File: src/rtl/types_pkg.sv
// types_pkg: shared datapath word, opcode and scheduler state types
package types_pkg;
  localparam int BITS = 16;
  typedef logic [BITS-1:0] word_t;
  typedef enum logic [2:0] {RESET, ADD, SUB, MUL, LEADING_ONES, COUNT_ONES} opr_mode_t;
  typedef enum logic [1:0] {IDLE, ISSUE, WAIT, RESP} sched_state_t;
  function automatic logic is_legal_op(opr_mode_t op);
    return op inside {RESET, ADD, SUB, MUL, LEADING_ONES, COUNT_ONES};
  endfunction
endpackage

File: src/rtl/rr_arbiter.sv
// rr_arbiter: combinational round-robin pick of the first request at or after ptr
module rr_arbiter #(
  parameter int N_REQ = 2,
  parameter int ID_W = (N_REQ > 1) ? $clog2(N_REQ) : 1
) (
  input  logic [N_REQ-1:0] req,
  input  logic [ID_W-1:0]  ptr,
  input  logic             enable,
  output logic [N_REQ-1:0] grant_onehot,
  output logic [ID_W-1:0]  grant_idx,
  output logic             any
);
  logic [ID_W-1:0] j;
  // scan from ptr upward with wrap, keeping the first hit
  always_comb begin
    any = 1'b0;
    grant_idx = '0;
    j = '0;
    for (int i = 0; i < N_REQ; i++) begin
      j = ID_W'((int'(ptr) + i) % N_REQ);
      if (enable && !any && req[j]) begin
        any = 1'b1;
        grant_idx = j;
      end
    end
    grant_onehot = any ? N_REQ'(1) << grant_idx : '0;
  end
endmodule

File: src/rtl/op_scheduler.sv
// op_scheduler: shares one select_action datapath among N_REQ round-robin requesters
module op_scheduler
  import types_pkg::*;
#(
  parameter int N_REQ = 2,
  parameter int LATENCY = 2,
  parameter int ID_W = (N_REQ > 1) ? $clog2(N_REQ) : 1
) (
  input  logic             clk,
  input  logic             rst,
  input  logic [N_REQ-1:0] req_valid,
  output logic [N_REQ-1:0] req_ready,
  input  opr_mode_t        req_op [N_REQ],
  input  word_t            req_data [N_REQ],
  output logic             rsp_valid,
  input  logic             rsp_ready,
  output word_t            rsp_data,
  output logic [ID_W-1:0]  rsp_id,
  output logic             rsp_err,
  output opr_mode_t        dp_selector,
  output word_t            dp_sw,
  input  word_t            dp_led,
  output logic             busy
);
  localparam int CW = $clog2(LATENCY + 1);
  sched_state_t state, state_n;
  logic [ID_W-1:0] rr_ptr, g_idx, ptr_next;
  logic [CW-1:0] cnt;
  logic any, idle, done, issue_op;
  opr_mode_t g_op;
  assign idle = state == IDLE;
  assign g_op = req_op[g_idx];
  assign issue_op = is_legal_op(g_op) && g_op != RESET;
  assign done = cnt == CW'(1);
  assign ptr_next = (g_idx == ID_W'(N_REQ - 1)) ? '0 : g_idx + 1'b1;
  rr_arbiter #(.N_REQ(N_REQ), .ID_W(ID_W)) u_arb (
    .req(req_valid),
    .ptr(rr_ptr),
    .enable(idle && !rst),
    .grant_onehot(req_ready),
    .grant_idx(g_idx),
    .any(any)
  );
  // next state: RESET and illegal opcodes bypass the datapath straight to RESP
  always_comb begin
    state_n = state;
    case (state)
      IDLE:    if (any) state_n = issue_op ? ISSUE : RESP;
      ISSUE:   state_n = WAIT;
      WAIT:    if (done) state_n = RESP;
      RESP:    if (rsp_ready) state_n = IDLE;
      default: state_n = IDLE;
    endcase
  end
  // state register
  always_ff @(posedge clk or posedge rst) begin
    if (rst) state <= IDLE;
    else state <= state_n;
  end
  // grant capture, datapath drive, latency countdown and response registers
  always_ff @(posedge clk or posedge rst) begin
    if (rst) begin
      rr_ptr <= '0;
      cnt <= '0;
      rsp_valid <= 1'b0;
      rsp_data <= '0;
      rsp_id <= '0;
      rsp_err <= 1'b0;
      dp_selector <= RESET;
      dp_sw <= '0;
      busy <= 1'b0;
    end else begin
      rsp_valid <= state_n == RESP;
      busy <= state_n != IDLE;
      if (idle && any) begin
        rr_ptr <= ptr_next;
        rsp_id <= g_idx;
        rsp_data <= '0;
        rsp_err <= !is_legal_op(g_op);
        if (issue_op) begin
          dp_selector <= g_op;
          dp_sw <= req_data[g_idx];
        end
      end
      if (state == ISSUE) cnt <= CW'(LATENCY);
      if (state == WAIT) begin
        cnt <= cnt - 1'b1;
        if (done) begin
          rsp_data <= dp_led;
          dp_selector <= RESET;
          dp_sw <= '0;
        end
      end
    end
  end
endmodule

File: config.mk
export PLATFORM = sky130hd
export DESIGN_NAME = op_scheduler
export DESIGN_NICKNAME = d
export VERILOG_FILES = /design/src/rtl/types_pkg.sv /design/src/rtl/rr_arbiter.sv /design/src/rtl/op_scheduler.sv
export SDC_FILE = /design/constraint.sdc
export NUM_CORES = 1
export LEC_CHECK = 0
export ABC_AREA = 1
export CELL_PAD_IN_SITES_DETAIL_PLACEMENT = 1
export CELL_PAD_IN_SITES_GLOBAL_PLACEMENT = 1
export CORE_ASPECT_RATIO = 1.4
export CORE_UTILIZATION = 30
export CTS_CLUSTER_DIAMETER = 200
export DETAILED_ROUTE_END_ITERATION = 8
export PLACE_DENSITY = 0.89
export SYNTH_ARGS = -nofsm -noshare
export SYNTH_HDL_FRONTEND = slang
export SYNTH_SLANG_ARGS = --single-unit
File: constraint.sdc
create_clock -name clk -period 2.4 [get_ports clk]
set_input_delay 0.48 -clock clk [delete_from_list [all_inputs] [get_ports clk]]
set_output_delay 0.48 -clock clk [all_outputs]
set_load 0.01 [all_outputs]
==> results of run 1 <==
kinds of logic after synthesis:
| family | Yosys count | synth area share [%] |
|---|---|---|
| flip-flops | 44 | 46.2 |
| AO/OA/AOI/OAI | 14 | 3.73 |
| buffers and inverters | 50 | 9.62 |
| AND/OR/NAND/NOR | 198 | 37.3 |
| adder cells (fa/ha/maj) | 6 | 3.15 |
through the flow:
step | worst slack (ps) | TNS (ps) | cell area, um2
5_1_grt | 13.4 | 0 | 3650
3_3_place_gp | -26.0 | -172 | 3510
4_1_cts | 111 | 0 | 3630
2_1_floorplan | 370 | 0 | 2380
3_5_place_dp | -91.0 | -1280 | 3510
6_report | 115 | 0 | 3650
where the power goes:
group / total, uW / leakage (uW) / internal [uW] / switching (uW)
registers: 1330 / 0.000549 / 1110 / 219
logic: 2010 / 0.00127 / 1020 / 981
clock network: 571 / 0.0000541 / 308 / 262
total: 3900 / 0.00188 / 2440 / 1460
worst max path at each step:
stage | start | to | slack (ps) | cells after the start
after global placement | req_valid[1] | dp_sw[0] | -30 | 10
final | state[0] | req_ready[0] | 110 | 8
after global routing | state[0] | dp_sw[5] | 10 | 14
after CTS | state[1] | req_ready[0] | 110 | 8
after floorplan | state[1] | req_ready[0] | 370 | 8
after detailed placement | req_valid[1] | dp_sw[2] | -90 | 10
synth_stat cells (2+ instances only):
master and instances:
sky130_fd_sc_hd__nor2_1 29, sky130_fd_sc_hd__nor2_2 11, sky130_fd_sc_hd__nand2_1 112, sky130_fd_sc_hd__buf_6 3
sky130_fd_sc_hd__nand4_1 4, sky130_fd_sc_hd__o21ai_0 3, sky130_fd_sc_hd__nand3_1 33, sky130_fd_sc_hd__inv_1 35
sky130_fd_sc_hd__ha_1 6, sky130_fd_sc_hd__nand3_4 3, sky130_fd_sc_hd__a21oi_1 7, sky130_fd_sc_hd__nand2_2 3
sky130_fd_sc_hd__dfrtp_1 44, sky130_fd_sc_hd__nor2_4 2, sky130_fd_sc_hd__buf_2 4, sky130_fd_sc_hd__clkbuf_1 4
cells in the final DEF, fill, tap and decap left out, types with 5 or more instances in the layout:
master,synthesis,layout
sky130_fd_sc_hd__ha_1,6,6
sky130_fd_sc_hd__nor2_2,11,11
sky130_fd_sc_hd__clkdlybuf4s50_1,0,97
sky130_fd_sc_hd__a21oi_1,7,7
sky130_fd_sc_hd__buf_4,0,11
sky130_fd_sc_hd__dfrtp_1,44,44
sky130_fd_sc_hd__nor2_1,29,29
sky130_fd_sc_hd__clkbuf_8,0,5
sky130_fd_sc_hd__inv_1,35,32
sky130_fd_sc_hd__nand3_1,33,33
sky130_fd_sc_hd__nand2_1,112,112
what timing repair did:
item,4_1_cts,5_1_grt
hold buffers,0,0
setup endpoints to repair,2,9
pin swaps,1,1
gates resized for setup,4,0
setup buffers,1,1
per-layer routing:
layer  global-route usage, %  routed length [um]
met4                    3.77                  70
met2                    36.8                4030
met1                    19.5                2740
met5                       0                   0
met3                    3.98                 296
state kept, by name (all words and copies together) (netlist names):
signal and cells:
dp_sw 16, rsp_data 16, dp_selector 3, cnt 2
state 2, busy 1, rr_ptr 1, rsp_err 1
rsp_id 1, rsp_valid 1
worst max-delay path, cell delays in order (launching register included):
cell                            delay [ps]
sky130_fd_sc_hd__dfrtp_1               420
sky130_fd_sc_hd__inv_2                 100
sky130_fd_sc_hd__ha_1                  150
sky130_fd_sc_hd__inv_1                  60
sky130_fd_sc_hd__nor2_4                140
sky130_fd_sc_hd__buf_4                 150
sky130_fd_sc_hd__o21ai_2                60
sky130_fd_sc_hd__nor2_1                130
sky130_fd_sc_hd__dlygate4sd2_1         300
cell type report:
cell class | count | area, um2
tap | 100 | 125
inverter | 38 | 145
clock inverter | 3 | 42.5
timing repair buffer | 112 | 1110
clock buffer | 5 | 68.8
multi-input combinational | 218 | 1050
fill | 952 | 4050
sequential | 44 | 1100
==> out/summary.md, run 1 <==
The flow ran to the end, and the final reports show no timing, DRC or antenna violations. The final count of pins violating max slew was 0; the post-route fraction of the period consumed by the critical path was 95.2%. The width of the die is 77.3 um, and the number of remaining DRC errors is 0.

The number of placed instances, taps included, is 510. The startpoint identified for the worst hold timing path is rsp_id. The largest fanout of any net on the critical path works out to 4. The post-layout minimum cycle time came out at 2290 ps.

The register-to-register path setup slack was 250 ps. The tools report the number of unique standard cell types used by synthesis as 25. The analysis attributes to cell leakage a power of 0.00188 uW. Setup repair after global routing left no endpoint under its margin. The worst hold path class is reg -> reg. From synthesis to final layout, the design area changed by 53.2%. At the end of routability-driven placement, the weighted congestion stood at 0.758. The net count of the finished layout is 484.

The synthesized design contains 0 enable-type register cells. Once detailed placement completed, the half-perimeter wirelength came to 5.45 mm. The first routing iteration left 90 violations. CTS clock-pin slew for the worst setup and hold paths: 80 ps. The run gives 0.00238 mm2 as the cell area after synthesis.

CTS built an H-tree with a depth of 2. Entering global routing, the biggest net connects 34 pins. Clock tree synthesis inserted a total of 5 buffers. The setup path with the least slack is of type reg -> out. The global-route congestion overflow total is 0, and the synthesized area divided by synthesized cell count is 7.63 um2.

The run gives 12.2 mm as the first-pass GRT wire length. The sequential-to-total area share from yosys stat is 46.2%. For the number of rows created at floorplan, the log shows 38. The launching point of the worst reg2reg path is state[0]. Data arrives at the worst endpoint at 1810 ps. The total core area is 0.00770 mm2, and the post-layout utilization of the core is 47.4%. Counting every sink on the clock net gives 44. The per-cell routed wire length is 13.7 um, and the clock latency on the worst-skew pair is 290 ps. The hold path depth is 2, and the number of vias after detailed routing is 2,355.

Port buffering added 99 buffers. The count of endpoints failing hold in the final timing report came out at 0. The via density per instance is 4.53. In this run the biggest area consumer among cell types represents 46.2% of the synthesized area. The tools report the buffer cell driving the clock tree root as sky130_fd_sc_hd__clkbuf_8. The highest attainable clock frequency came out at 438 MHz. After the flow finishes, the layout carries non-filler instances totaling 520. From bottom edge to top edge, the die measures 107 um.

The sum of internal, switching and leakage power is 3900 uW, and the via count of the first global-routing pass is 2,605. At the worst endpoint, the required time is 1920 ps. The relative slew slack is 69.7%, and the depth of the worst register-to-register path is 14.

Yosys attributes the largest share of cell area to sky130_fd_sc_hd__dfrtp_1 46%, sky130_fd_sc_hd__nand2_1 18%, sky130_fd_sc_hd__nand3_1 6.9%, sky130_fd_sc_hd__inv_1 5.5%, sky130_fd_sc_hd__nor2_1 4.6%. The maximum VDD drop came out at 476 uV. The tools report the endpoint of the lowest-slack register-to-register path as dp_sw[2]. Across the run, the number of max-cap violations was 0. The run gives 2 as the largest buffer count on any clock path.

The nature of the critical path startpoint was a register. Die area: 0.00830 mm2. TritonCTS built the clock tree. Worst min-delay path endpoint: rsp_id. Hold slack: 490 ps. The flip-flop and latch count after synthesis was 44. For this configuration, the core starts out at a cell density of 30.9%.

The final layout contains routed wiring with a total length of 7.14 mm. Most area-hungry cell type in the Yosys netlist: sky130_fd_sc_hd__dfrtp_1. The run gives 0 as the count of warnings emitted by yosys. The ratio of total power to cell area works out to 1070 mW/mm2. The total global routing track utilization came out at 18.5%. The number of cells produced by synthesis was 312; the final clock skew was 3.25 ps. STA classifies the critical path endpoint as a primary output. The post-synth net total was 377.

In the synthesized netlist the dominant register cell turns out to be sky130_fd_sc_hd__dfrtp_1. The first TritonRoute pass finished after 4 iterations. Slew at the pin closest to its max-slew limit: 453 ps. Setup violations remaining at the end of the flow were counted as 0. The count of antenna-violating nets left after detailed routing is 0, and the share of cells above drive strength 1 is 11.2%.

The number of top-level pins is 100. The tools report the number of antenna violations at the first check in global routing as 0. After synthesis, the share of flip-flops with an asynchronous set or reset is 100%. The run gives 0 as the final antenna diode count.
No activity file was read; power rests on OpenSTA's default activity.
==> inputs of run 2 (changes only) <==
--- a/config.mk
+++ b/config.mk
@@ -6,6 +6,8 @@
 export NUM_CORES = 1
 export LEC_CHECK = 0
 export ABC_AREA = 1
+export ABC_CLOCK_PERIOD_IN_PS = 2400
+export CAP_MARGIN = 20
 export CELL_PAD_IN_SITES_DETAIL_PLACEMENT = 1
 export CELL_PAD_IN_SITES_GLOBAL_PLACEMENT = 1
 export CORE_ASPECT_RATIO = 1.4
==> results of run 2 <==
Final layout, timing and power as in run 1 (identical DEF).
